## src/rtl/row_slider.sv

```systemverilog
// rtl/row_slider.sv - slides the active block row, freezes it on a press and judges overlap with the stack
module row_slider #(
    parameter int BOARD_W  = 8,
    parameter int MAX_ROWS = 15
) (
    input  logic               clk,
    input  logic               resetn,
    input  logic               frame_tick,
    input  logic               go,
    input  logic [10:0]        speed_count,
    input  logic [3:0]         num_blocks,
    output logic [BOARD_W-1:0] row_mask,
    output logic [BOARD_W-1:0] stack_mask,
    output logic [3:0]         row_y,
    output logic               next_signal,
    output logic               game_over,
    output logic               win
);

    typedef enum logic [1:0] {LOAD, SLIDE, HOLD, RESULT} state_t;

    localparam logic [3:0] FULL_W  = 4'(BOARD_W);
    localparam logic [3:0] TOP_ROW = 4'(MAX_ROWS - 1);

    state_t             state, state_nx;
    logic [3:0]         width, width_nx;
    logic [3:0]         pos, pos_nx;
    logic               dir_left, dir_left_nx;
    logic [10:0]        frame_cnt, frame_cnt_nx;
    logic [BOARD_W-1:0] stack_nx;
    logic [3:0]         row_y_nx;
    logic               next_nx, game_over_nx, win_nx;
    logic               restart, restart_nx;
    logic               go_prev;

    logic [2*BOARD_W-1:0] run_bits;
    logic [BOARD_W-1:0]   overlap;
    logic [10:0]          step_limit;
    logic [3:0]           req_width, kept_width;

    function automatic logic [3:0] clamp_width(input logic [3:0] n);
        if (n == 4'd0) return 4'd1;
        if (n > FULL_W) return FULL_W;
        return n;
    endfunction

    function automatic logic [3:0] popcount(input logic [BOARD_W-1:0] m);
        logic [3:0] c;
        c = 4'd0;
        for (int i = 0; i < BOARD_W; i++) c = c + {3'b000, m[i]};
        return c;
    endfunction

    assign run_bits   = ((2*BOARD_W)'(1) << width) - (2*BOARD_W)'(1);
    assign row_mask   = BOARD_W'(run_bits << pos);
    assign overlap    = row_mask & stack_mask;
    assign step_limit = (speed_count == 11'd0) ? 11'd0 : speed_count - 11'd1;
    assign req_width  = clamp_width(num_blocks);
    assign kept_width = (popcount(overlap) < req_width) ? popcount(overlap) : req_width;

    always_comb begin
        state_nx     = state;
        width_nx     = width;
        pos_nx       = pos;
        dir_left_nx  = dir_left;
        frame_cnt_nx = frame_cnt;
        stack_nx     = stack_mask;
        row_y_nx     = row_y;
        next_nx      = next_signal;
        restart_nx   = restart;
        game_over_nx = 1'b0;
        win_nx       = 1'b0;
        case (state)
            LOAD: begin
                width_nx     = req_width;
                pos_nx       = 4'd0;
                dir_left_nx  = 1'b0;
                frame_cnt_nx = 11'd0;
                state_nx     = SLIDE;
            end
            SLIDE: begin
                // A press wins over a step due in the same cycle
                if (go && !go_prev) begin
                    state_nx = HOLD;
                end else if (frame_tick) begin
                    if (frame_cnt >= step_limit) begin
                        frame_cnt_nx = 11'd0;
                        if (width != FULL_W) begin
                            if (!dir_left) begin
                                if (pos + width == FULL_W) begin
                                    dir_left_nx = 1'b1;
                                    pos_nx      = pos - 4'd1;
                                end else begin
                                    pos_nx = pos + 4'd1;
                                end
                            end else if (pos == 4'd0) begin
                                dir_left_nx = 1'b0;
                                pos_nx      = pos + 4'd1;
                            end else begin
                                pos_nx = pos - 4'd1;
                            end
                        end
                    end else begin
                        frame_cnt_nx = frame_cnt + 11'd1;
                    end
                end
            end
            HOLD: begin
                if (!go) begin
                    next_nx  = |overlap;
                    state_nx = RESULT;
                    if (|overlap) begin
                        stack_nx = overlap;
                        width_nx = kept_width;
                        if (row_y == TOP_ROW) begin
                            win_nx     = 1'b1;
                            restart_nx = 1'b1;
                        end else begin
                            row_y_nx = row_y + 4'd1;
                        end
                    end else begin
                        game_over_nx = 1'b1;
                        restart_nx   = 1'b1;
                    end
                end
            end
            RESULT: begin
                pos_nx       = 4'd0;
                dir_left_nx  = 1'b0;
                frame_cnt_nx = 11'd0;
                if (restart) begin
                    stack_nx   = '1;
                    row_y_nx   = 4'd0;
                    width_nx   = 4'd0;
                    restart_nx = 1'b0;
                    state_nx   = LOAD;
                end else begin
                    state_nx = SLIDE;
                end
            end
        endcase
    end

    always_ff @(posedge clk) begin
        if (!resetn) begin
            state       <= LOAD;
            width       <= 4'd0;
            pos         <= 4'd0;
            dir_left    <= 1'b0;
            frame_cnt   <= 11'd0;
            stack_mask  <= '1;
            row_y       <= 4'd0;
            next_signal <= 1'b0;
            game_over   <= 1'b0;
            win         <= 1'b0;
            restart     <= 1'b0;
            go_prev     <= 1'b1; // a button held through reset must not fire
        end else begin
            state       <= state_nx;
            width       <= width_nx;
            pos         <= pos_nx;
            dir_left    <= dir_left_nx;
            frame_cnt   <= frame_cnt_nx;
            stack_mask  <= stack_nx;
            row_y       <= row_y_nx;
            next_signal <= next_nx;
            game_over   <= game_over_nx;
            win         <= win_nx;
            restart     <= restart_nx;
            go_prev     <= go;
        end
    end

endmodule
```

## config.mk

```make
export PLATFORM = sky130hd
export DESIGN_NAME = row_slider
export DESIGN_NICKNAME = d
export VERILOG_FILES = /design/src/rtl/row_slider.sv
export SDC_FILE = /design/constraint.sdc
export NUM_CORES = 1
export LEC_CHECK = 0
export BUFFER_PORTS_ARGS = -buffer_cell sky130_fd_sc_hd__buf_4
export CORE_ASPECT_RATIO = 0.75
export CORE_MARGIN = 3
export CORE_UTILIZATION = 55
export CTS_BUF_LIST = sky130_fd_sc_hd__clkbuf_4 sky130_fd_sc_hd__clkbuf_8 sky130_fd_sc_hd__clkbuf_16
export DETAILED_ROUTE_END_ITERATION = 8
export GPL_ROUTABILITY_DRIVEN = 0
export PLACE_DENSITY = 0.84
export REMOVE_ABC_BUFFERS = 1
export SYNTH_ARGS = -nofsm -noshare
export SYNTH_HDL_FRONTEND = slang
export SYNTH_SLANG_ARGS = --single-unit
export TNS_END_PERCENT = 5
```

## constraint.sdc

```tcl
create_clock -name clk -period 7.68 [get_ports clk]
set_clock_uncertainty 0.2 [all_clocks]
set_input_delay 0.768 -clock clk [delete_from_list [all_inputs] [get_ports clk]]
set_output_delay 0.768 -clock clk [all_outputs]
set_load 0.02 [all_outputs]
```

==> metrics.txt, run 1 <==
Crit Path Max Fanout 16; relative slew slack 0.319; clk root buf clkbuf_8; Clock Tree Buf Depth 2; Post-synth top flop dfxtp_1; pre-CTS setup slack 1.15 ns; vias in the first global route 3078; Iter 0 DRT Violations 338; Tcrit/Tclk final 0.863; die span in y 75.2 um; H-tree Lvls 2; crit path kind reg2reg; number of synthesized flops with an enable pin 0; total core area 6010 um2; post-route setup slack 1.05 ns; clock sink count 39; filler-free cell count of the finished design 557; PortBufs 41; cts repair resizes 0; gr ovfl total 0; WL final 8720 um; Final Hold Viols 0; min Tclk post-route 6.63 ns; placed cells 549; initial antenna violation count 0; hold buffers post-CTS 0; status finished, final reports clean; area grow syn2layout 11.9%; Finished Cell Area 3930 um2; die area 7390 um2; Worst Hold Class reg2reg; DRT Pass-1 Iters 5; Final ANT Viol Nets 0; Setup Viol. Count Final 0; Synth Instances 452; share of layout cells above drive strength 1 0.142; CP arrival 6.60 ns; via count 3423; FFs w/ async S/R, synth 0; Placed Area 3810 um2; Antenna Diode Count 0; fin nets 535; Top Ports 42; largest net degree at the start of global routing 29; Avg Inst Size Synth 7.77 um2; register area share after synthesis 0.222; CTS Buf Count 5; max-slew violations 0; # fillers 515; global-route wire length before repair 14600 um; Clock Latency Late Sink 0.30 ns; DRC viols 0; total standard cell area after synthesis 3510 um2; Worst Tran Pin Value 1.02 ns; max-cap viol count 0; DP HPWL 6570 um; Initial Utilization 0.585; CTS clk-pin slew, worst paths 0.09 ns; unrepaired setup endpoints after global routing false; endpoint class of the critical path flip-flop; Required @ worst endpoint 7.65 ns; CP Launch Type flip-flop; flops & latches, synth 39; setup TNS 0 ns; routed vias/inst 6.15; CTS tree yes; YS warnings 0; row count 24; post-CTS setup buffers 0; multi-input logic area 2520 um2; post-synthesis cell type count 66; Routed wire per std cell 15.7 um; storage element area 781 um2; GRT Util Overall 0.238; FMAX 151 MHz; Die X 98.3 um
[through the flow]
| stage | utilization | hold WS (ns) |
|---|---|---|
| global route | 0.654 | 0.295 |
| floorplan | - | 0.258 |
| detailed placement | 0.635 | 0.257 |
| CTS | 0.654 | 0.271 |
| finish | 0.654 | 0.270 |
| global placement | 0.635 | 0.259 |
[cell families after synthesis]
logic type	Yosys count	synth area share
xor gates and xnor gates	16	0.0399
AOI/OAI and AO/OA	110	0.226
and+or+nand+nor	183	0.264
muxes	14	0.0406
adders and majority gates	38	0.146
buffers and inverters	52	0.0616
DFF	39	0.222
[layer usage]
layer / vias to the layer above / GRT usage / part of all wire
li1: 1673 / - / -
met1: 1605 / 0.341 / 0.46
met2: 138 / 0.391 / 0.46
met3: 7 / 0.0380 / 0.076
met4: 0 / 0.0364 / 0.0050
met5: - / 0 / 0
[worst paths after layout]
path / start / endpoint / slack [ns] / cells after the start
worst max-delay path: width[3] / width[2] / 1.05 / 23
worst min-delay path: stack_mask[0] / stack_mask[0] / 0.27 / 2
worst max register to register: width[3] / width[2] / 1.05 / 23
worst min register to register: stack_mask[0] / stack_mask[0] / 0.27 / 2
[synth_stat cells, types with 3 or more instances]
master,count,area [um2]
nand2_1,71,267
dfxtp_1,39,781
ha_1,33,413
inv_1,28,105
nor2_1,28,105
a21oi_1,27,135
clkbuf_1,15,56.3
nand3_1,13,65.1
o31ai_1,13,97.6
mux2i_1,12,120
or3_1,12,75.1
nor3_1,10,50.1
o21ai_0,10,50.1
nand2b_1,9,56.3
xor2_1,9,78.8
and2_1,7,43.8
o22ai_1,7,43.8
xnor2_1,7,61.3
buf_2,5,25.0
fa_1,5,100
nor2b_1,5,31.3
a21o_1,4,30.0
a31oi_1,4,25.0
a32o_1,4,40.0
nor4_1,4,25.0
o211ai_1,4,30.0
o21a_1,4,30.0
a211oi_1,3,22.5
a41oi_1,3,26.3
nand3b_1,3,22.5
o221ai_1,3,26.3
or2_2,3,18.8
or3b_2,3,26.3
[worst max-delay path, cell delays in order (launching register included)]
cell	delay, ns
dfxtp_1	0.49
nor4_2	0.48
inv_1	0.12
ha_1	0.39
nand2b_1	0.27
o21a_1	0.17
or3_1	0.32
and3_1	0.22
and2_1	0.17
fa_1	0.48
inv_1	0.06
fa_1	0.50
fa_1	0.55
inv_1	0.04
ha_1	0.21
fa_1	0.48
ha_1	0.31
o31a_1	0.11
o211ai_1	0.26
a21oi_1	0.11
a31o_2	0.22
a32o_1	0.19
nand2_1	0.06
mux2i_1	0.06
[cells in the final DEF (no fill, tap or decap), types with 3 or more instances in the layout]
cell type and instances:
nand2_1 71, buf_4 41, dfxtp_1 39, ha_1 33, nor2_1 28, inv_1 28, a21oi_1 27, nand3_1 13
o31ai_1 13, or3_1 12, mux2i_1 12, o21ai_0 10, nor3_1 10, xor2_1 9, nand2b_1 9, o22ai_1 7
xnor2_1 7, and2_1 7, nor2b_1 5, fa_1 5, clkbuf_8 5, a31oi_1 4, a32o_1 4, a21o_1 4
nor4_1 4, o21a_1 4, o211ai_1 4, o221ai_1 3, nand3b_1 3, a41oi_1 3, or3b_2 3, or2_2 3
a211oi_1 3
[layout make-up]
class                   count  share of cell area
clock inverters             3              0.0118
well taps                  78              0.0248
repair buffers             41              0.0783
clock buffers               5              0.0175
multi-input cells         361               0.640
inverters                  30              0.0287
flip-flops and latches     39               0.199
[state kept, by name, summed over array words and instances (netlist names)]
name	count
win	1
go_prev	1
pos	4
row_y	4
dir_left	1
frame_cnt	11
game_over	1
restart	1
width	4
state	2
stack_mask	8
next_signal	1
Power of run 1 is not shown: default switching activity piles up to over one toggle a cycle in this logic, so the estimate is an artifact.
==> inputs of run 2 (changes only) <==
--- a/config.mk
+++ b/config.mk
@@ -5,6 +5,7 @@
 export SDC_FILE = /design/constraint.sdc
 export NUM_CORES = 1
 export LEC_CHECK = 0
+export ABC_AREA = 1
 export BUFFER_PORTS_ARGS = -buffer_cell sky130_fd_sc_hd__buf_4
 export CORE_ASPECT_RATIO = 0.75
 export CORE_MARGIN = 3
==> run 2 against run 1 <==
Wire length increased by 1.5%. Sequential share of layout area rose by 0.66 points. Critical path depth rose by 3. Via count is 2.7% higher. Cell count grew 12%. Maximum frequency increased by 16%. Die area is 2.5% lower. Highest routed layer unchanged.
==> metrics.txt, run 2 <==
gr ovfl total 0 (unchanged); Avg Inst Size Synth 6.68 um2 (-14%); Yosys top cell by area dfxtp_1; total core area 5920 um2 (-1.5%); H-tree Lvls 2 (unchanged); Worst Hold Class reg2reg; share of layout cells above drive strength 1 0.122 (-0.0197); clk root buf clkbuf_8; R2R depth 26 (+13%); ranking of synthesized cells by area dfxtp_1 23%, nand2_1 13%, ha_1 12%; post-synthesis xor/xnor area fraction 0.0410 (+0.00111); setup TNS 0 ns (unchanged); Routed wire per std cell 14.1 um (-9.7%); FFs w/ async S/R, synth 0 (unchanged); endpoint class of the critical path flip-flop; post-CTS setup buffers 0 (unchanged); Synth Instances 512 (+13%); status finished, final reports clean; Setup Viol. Count Final 0 (unchanged); Top Registers frame_cnt (11), stack_mask (8); main combinational cell family by area after synthesis simple AND/OR/NAND/NOR gates; area share of the largest cell type after synthesis 0.228 (+0.00618); number of synthesized flops with an enable pin 0 (unchanged); die span in y 74.3 um (-1.2%); Crit Path Max Fanout 8 (-8); unrepaired setup endpoints after global routing false; Post-synth top flop dfxtp_1; flops & latches, synth 39 (unchanged); hold buffers post-CTS 0 (unchanged); CTS tree yes; DP HPWL 6780 um (+3.2%); cts repair resizes 0 (unchanged); fin nets 604 (+13%); register area share after synthesis 0.228 (+0.00618); min Tclk post-route 5.72 ns (-0.906 ns); vias in the first global route 3084 (+0.19%); crit path kind reg2reg; global-route wire length before repair 14400 um (-1.8%); clock sink count 39 (unchanged); Clock Latency Late Sink 0.30 ns (about the same); Clock Tree Buf Depth 2 (unchanged); die area 7210 um2 (-2.5%); Worst Tran Pin Value 0.761 ns (-0.261 ns); most frequent cell after synthesis nand2_1; most common cell after layout, fill and taps aside nand2_1; CTS clk-pin slew, worst paths 0.09 ns (about the same); commonest non-fill, non-tap cells in the layout 118 x nand2_1, 58 x inv_1, 51 x a21oi_1; GRT Util Overall 0.241 (+0.00301); CTS Buf Count 5 (unchanged); total standard cell area after synthesis 3420 um2 (-2.7%); Top Ports 42 (unchanged); Adder-Cell Fraction of Synth Area 0.150 (+0.00406); DRC viols 0 (unchanged); DRT Pass-1 Iters 5 (unchanged); mux cell area share after synthesis 0 (-0.0406); routed vias/inst 5.62 (-8.6%); Compound-Gate Fraction of Synth Area 0.151 (-0.0746); YS warnings 0 (unchanged); post-synthesis cell type count 37 (-44%); Final ANT Viol Nets 0 (unchanged); WL final 8850 um (+1.5%); Tcrit/Tclk final 0.745 (-0.118); relative slew slack 0.490 (+0.171); CP arrival 5.71 ns (-0.89 ns); PortBufs 41 (unchanged); Required @ worst endpoint 7.66 ns (about the same); row count 24 (unchanged); Initial Utilization 0.578 (-0.00717); top cells by count, synth 118 x nand2_1, 58 x inv_1, 51 x a21oi_1, 46 x nor2_1, 41 x nand3_1; FMAX 175 MHz (+16%); # fillers 515 (unchanged); max-cap viol count 0 (unchanged); CP Launch Type flip-flop; via count 3517 (+2.7%); largest net degree at the start of global routing 27 (-6.9%); Die X 97.0 um (-1.3%); max-slew violations 0 (unchanged); area fraction in and, or, nand and nor cells after synthesis 0.324 (+0.0600); initial antenna violation count 0 (unchanged); Final Hold Viols 0 (unchanged); Biggest register frame_cnt; Antenna Diode Count 0 (unchanged); Largest register FFs 11 (unchanged); area grow syn2layout 11.3%; WHS Path Cells 2 (unchanged); Iter 0 DRT Violations 399 (+18%)
-- run 2: changes by cell type after synthesis, moves of 6 or more --
| cell | delta |
|---|---|
| nand2_1 | +47 |
| inv_1 | +30 |
| nand3_1 | +28 |
| a21oi_1 | +24 |
| o21ai_0 | +21 |
| nor2_1 | +18 |
| clkbuf_1 | -12 |
| mux2i_1 | -12 |
| o31ai_1 | -12 |
| or3_1 | -12 |
| nand2b_1 | -9 |
| clkbuf_8 | +6 |
-- run 2: area by class of cell --
| cell class | instances | area (um2) | area share |
|---|---|---|---|
| clock buffer | 5 | 68.8 | 0.0181 |
| clock inverter | 3 | 46.3 | 0.0122 |
| inverter | 60 | 225 | 0.0592 |
| multi-input combinational | 400 | 2280 | 0.599 |
| sequential | 39 | 781 | 0.205 |
| tap | 78 | 97.6 | 0.0257 |
| timing repair buffer | 41 | 308 | 0.0809 |
-- run 2: path summary, 6_finish.rpt --
check	end	startpoint	slack, ns
max	width[0]	width[1]	1.96
min	next_signal	next_signal	0.31
max reg2reg	width[0]	width[1]	1.96
min reg2reg	next_signal	next_signal	0.31
-- run 2: critical path: stages (launching register included) --
cell and delay, ns:
dfxtp_1 0.53, inv_2 0.15, nand3_1 0.13, ha_1 0.25, inv_1 0.08, nand4_1 0.11
nand2_1 0.10, nand2_1 0.06, nand3_1 0.12, nand4_1 0.15, inv_1 0.08, fa_1 0.48
inv_1 0.06, fa_1 0.50, fa_1 0.55, inv_1 0.04, ha_1 0.22, fa_1 0.47
ha_1 0.30, o21ai_0 0.07, inv_1 0.06, o211ai_1 0.17, nand2_1 0.13, o21ai_0 0.20
o22ai_1 0.10, o21ai_0 0.21, a21oi_1 0.07
-- run 2: logic make-up after synthesis --
family                     Yosys count
AOI/OAI and AO/OA                   98
xor gates and xnor gates            16
adders and majority gates           38
buffers and inverters               73
DFF                                 39
and+or+nand+nor                    248
-- run 2: routing by layer --
metal | vias up | track usage | share of wire
li1 | 1753 | - | -
met4 | 0 | 0.0623 | 0.0085
met2 | 162 | 0.388 | 0.44
met3 | 9 | 0.0319 | 0.085
met5 | - | 0 | 0
met1 | 1593 | 0.346 | 0.47
-- run 2: stage by stage --
step	instances	setup slack (ns)	hold WS [ns]	area [um2]	util
4_1_cts	626	2.04	0.310	3800	0.643
2_1_floorplan	499	2.33	0.275	3280	-
5_1_grt	626	1.59	0.334	3800	0.643
6_report	626	1.96	0.308	3800	0.643
3_5_place_dp	618	2.15	0.293	3690	0.624
3_3_place_gp	618	2.34	0.269	3690	0.624
Power of run 2 is left out for the same reason.
==> inputs of run 3 (changes only) <==
--- a/config.mk
+++ b/config.mk
@@ -9,11 +9,11 @@
 export BUFFER_PORTS_ARGS = -buffer_cell sky130_fd_sc_hd__buf_4
 export CORE_ASPECT_RATIO = 0.75
 export CORE_MARGIN = 3
-export CORE_UTILIZATION = 55
+export CORE_UTILIZATION = 54
 export CTS_BUF_LIST = sky130_fd_sc_hd__clkbuf_4 sky130_fd_sc_hd__clkbuf_8 sky130_fd_sc_hd__clkbuf_16
 export DETAILED_ROUTE_END_ITERATION = 8
 export GPL_ROUTABILITY_DRIVEN = 0
-export PLACE_DENSITY = 0.84
+export PLACE_DENSITY = 0.86
 export REMOVE_ABC_BUFFERS = 1
 export SYNTH_ARGS = -nofsm -noshare
 export SYNTH_HDL_FRONTEND = slang
==> constraint.sdc (replaced) <==
create_clock -name clk -period 4.7 [get_ports clk]
set_clock_uncertainty 0.2 [all_clocks]
set_input_delay 0.47 -clock clk [delete_from_list [all_inputs] [get_ports clk]]
set_output_delay 0.47 -clock clk [all_outputs]
set_load 0.02 [all_outputs]
==> run 3 against run 2 <==
The run now ends with negative setup slack left. Sequential share of layout area shrank 2.8 points. Via count is 25% higher. Critical path depth fell by 1. Global-route usage increased by 7.4 points. Core utilization is 9.9 points higher. Non-clock buffer count is 66 higher. Design area is 17% higher. Critical path type unchanged. Critical endpoint is now width[2].
==> metrics.txt, run 3 (same netlist as run 2, synthesis figures left out) <==
gr ovfl total 0 (unchanged); clock sink count 39 (unchanged); Largest register FFs 11 (unchanged); # fillers 409 (-21%); PortBufs 41 (unchanged); Initial Utilization 0.572 (-0.00581); WL final 12700 um (+44%); Final ANT Viol Nets 0 (unchanged); most common cell after layout, fill and taps aside nand2_1; share of layout cells above drive strength 1 0.265 (+0.143); Clock Tree Buf Depth 2 (unchanged); GRT Util Overall 0.316 (+0.0744); Crit Path Max Fanout 5 (-3); Finished Cell Area 4430 um2 (+17%); CP Launch Type flip-flop; CTS clk-pin slew, worst paths 0.09 ns (about the same); Routed wire per std cell 18.4 um (+30%); Final Hold Viols 0 (unchanged); placed cells 652 (+5.5%); filler-free cell count of the finished design 693 (+11%); post-route setup slack -0.803 ns (-2.76 ns); Biggest register frame_cnt; global-route wire length before repair 18600 um (+29%); commonest non-fill, non-tap cells in the layout 114 x nand2_1, 106 x buf_4, 52 x inv_1; DRC viols 0 (unchanged); max-cap viol count 0 (unchanged); row count 24 (unchanged); Tcrit/Tclk final 1.17 (+0.426); Worst Path Buf+Inv 3 (-3); clk root buf clkbuf_8; multi-input logic area 2400 um2 (+5.5%); CTS Buf Count 5 (unchanged); Worst Hold Class in2reg; Required @ worst endpoint 4.72 ns (-2.94 ns); Top Registers frame_cnt (11), stack_mask (8); failing checks negative setup slack; CP arrival 5.52 ns (-0.19 ns); Top Ports 42 (unchanged); DRT Pass-1 Iters 7 (+2); Crit-path slowest cell fa_1; FMAX 182 MHz (+4.0%); pre-CTS setup slack -0.573 ns (-2.73 ns); Die X 97.9 um (+0.87%); Setup Viol. Count Final 20 (+20); crit path kind reg2reg; Placed Area 3940 um2 (+6.9%); Worst Tran Pin Value 0.873 ns (+0.112 ns); via count 4398 (+25%); routed vias/inst 6.35 (+13%); storage element area 787 um2 (+0.80%); unrepaired setup endpoints after global routing true; die span in y 74.9 um (+0.85%); status finished, violations left; CTS tree yes; initial antenna violation count 0 (unchanged); fin nets 671 (+11%); max-slew violations 0 (unchanged); area grow syn2layout 29.7%; relative slew slack 0.415 (-0.0750); Top Family by Delay on Critical Path adder cells; DP HPWL 7390 um (+9.0%); Clock Latency Late Sink 0.32 ns (+0.02 ns); min Tclk post-route 5.50 ns (-0.221 ns); die area 7330 um2 (+1.7%); H-tree Lvls 2 (unchanged); endpoint class of the critical path flip-flop; Antenna Diode Count 0 (unchanged); Iter 0 DRT Violations 629 (+58%); max incr delay on CP 0.50 ns (-0.05 ns); most used cell, CP fa_1; largest net degree at the start of global routing 27 (unchanged); total core area 5980 um2 (+1.0%); vias in the first global route 3952 (+28%)
==> run 3: cell count changes in the layout (fill, tap and decap cells not counted), moves of 4 or more <==
cell	delta
nand2_1	-4
buf_4	+65
inv_1	-6
o21ai_2	+5
inv_2	+5
o21ai_0	-7
==> run 3: per-stage QoR <==
stage | TNS [ns] | util | hold slack, ns
floorplan | -1.93 | - | 0.275
global placement | -1.22 | 0.660 | 0.267
detailed placement | -1.65 | 0.660 | 0.282
CTS | -3.85 | 0.724 | 0.222
global route | -14.42 | 0.742 | 0.252
finish | -11.27 | 0.742 | 0.257
==> run 3: path summary, 6_finish.rpt <==
kind          startpoint            end  slack [ns]  cells after the start
max             width[3]       width[2]       -0.80                     25
min               resetn  stack_mask[4]        0.26                      2
max reg2reg     width[3]       width[2]       -0.80                     25
min reg2reg  next_signal    next_signal        0.29                      2
==> run 3: layer usage <==
| metal | part of all wire | routed length [um] | track usage |
|---|---|---|---|
| met1 | 0.38 | 4780 | 0.379 |
| met2 | 0.44 | 5590 | 0.536 |
| met3 | 0.12 | 1510 | 0.0722 |
| met4 | 0.067 | 858 | 0.175 |
| met5 | 0 | 0 | 0 |
==> run 3: final cells by class <==
| type | instances | area share |
|---|---|---|
| clock inverter | 3 | 0.00988 |
| inverter | 60 | 0.0514 |
| tap | 78 | 0.0220 |
| clock buffer | 5 | 0.0155 |
| multi-input combinational | 401 | 0.542 |
| timing repair buffer | 107 | 0.182 |
| sequential | 39 | 0.177 |
==> run 3: timing repair <==
action                     CTS  global route
hold endpoints to repair     0             0
resized for setup           23            22
pin swaps                   20            22
setup buffers               28             5
hold buffers                 0             0
gates cloned                 0             1
setup endpoints to repair    3            20
Power of run 3 is left out for the same reason.
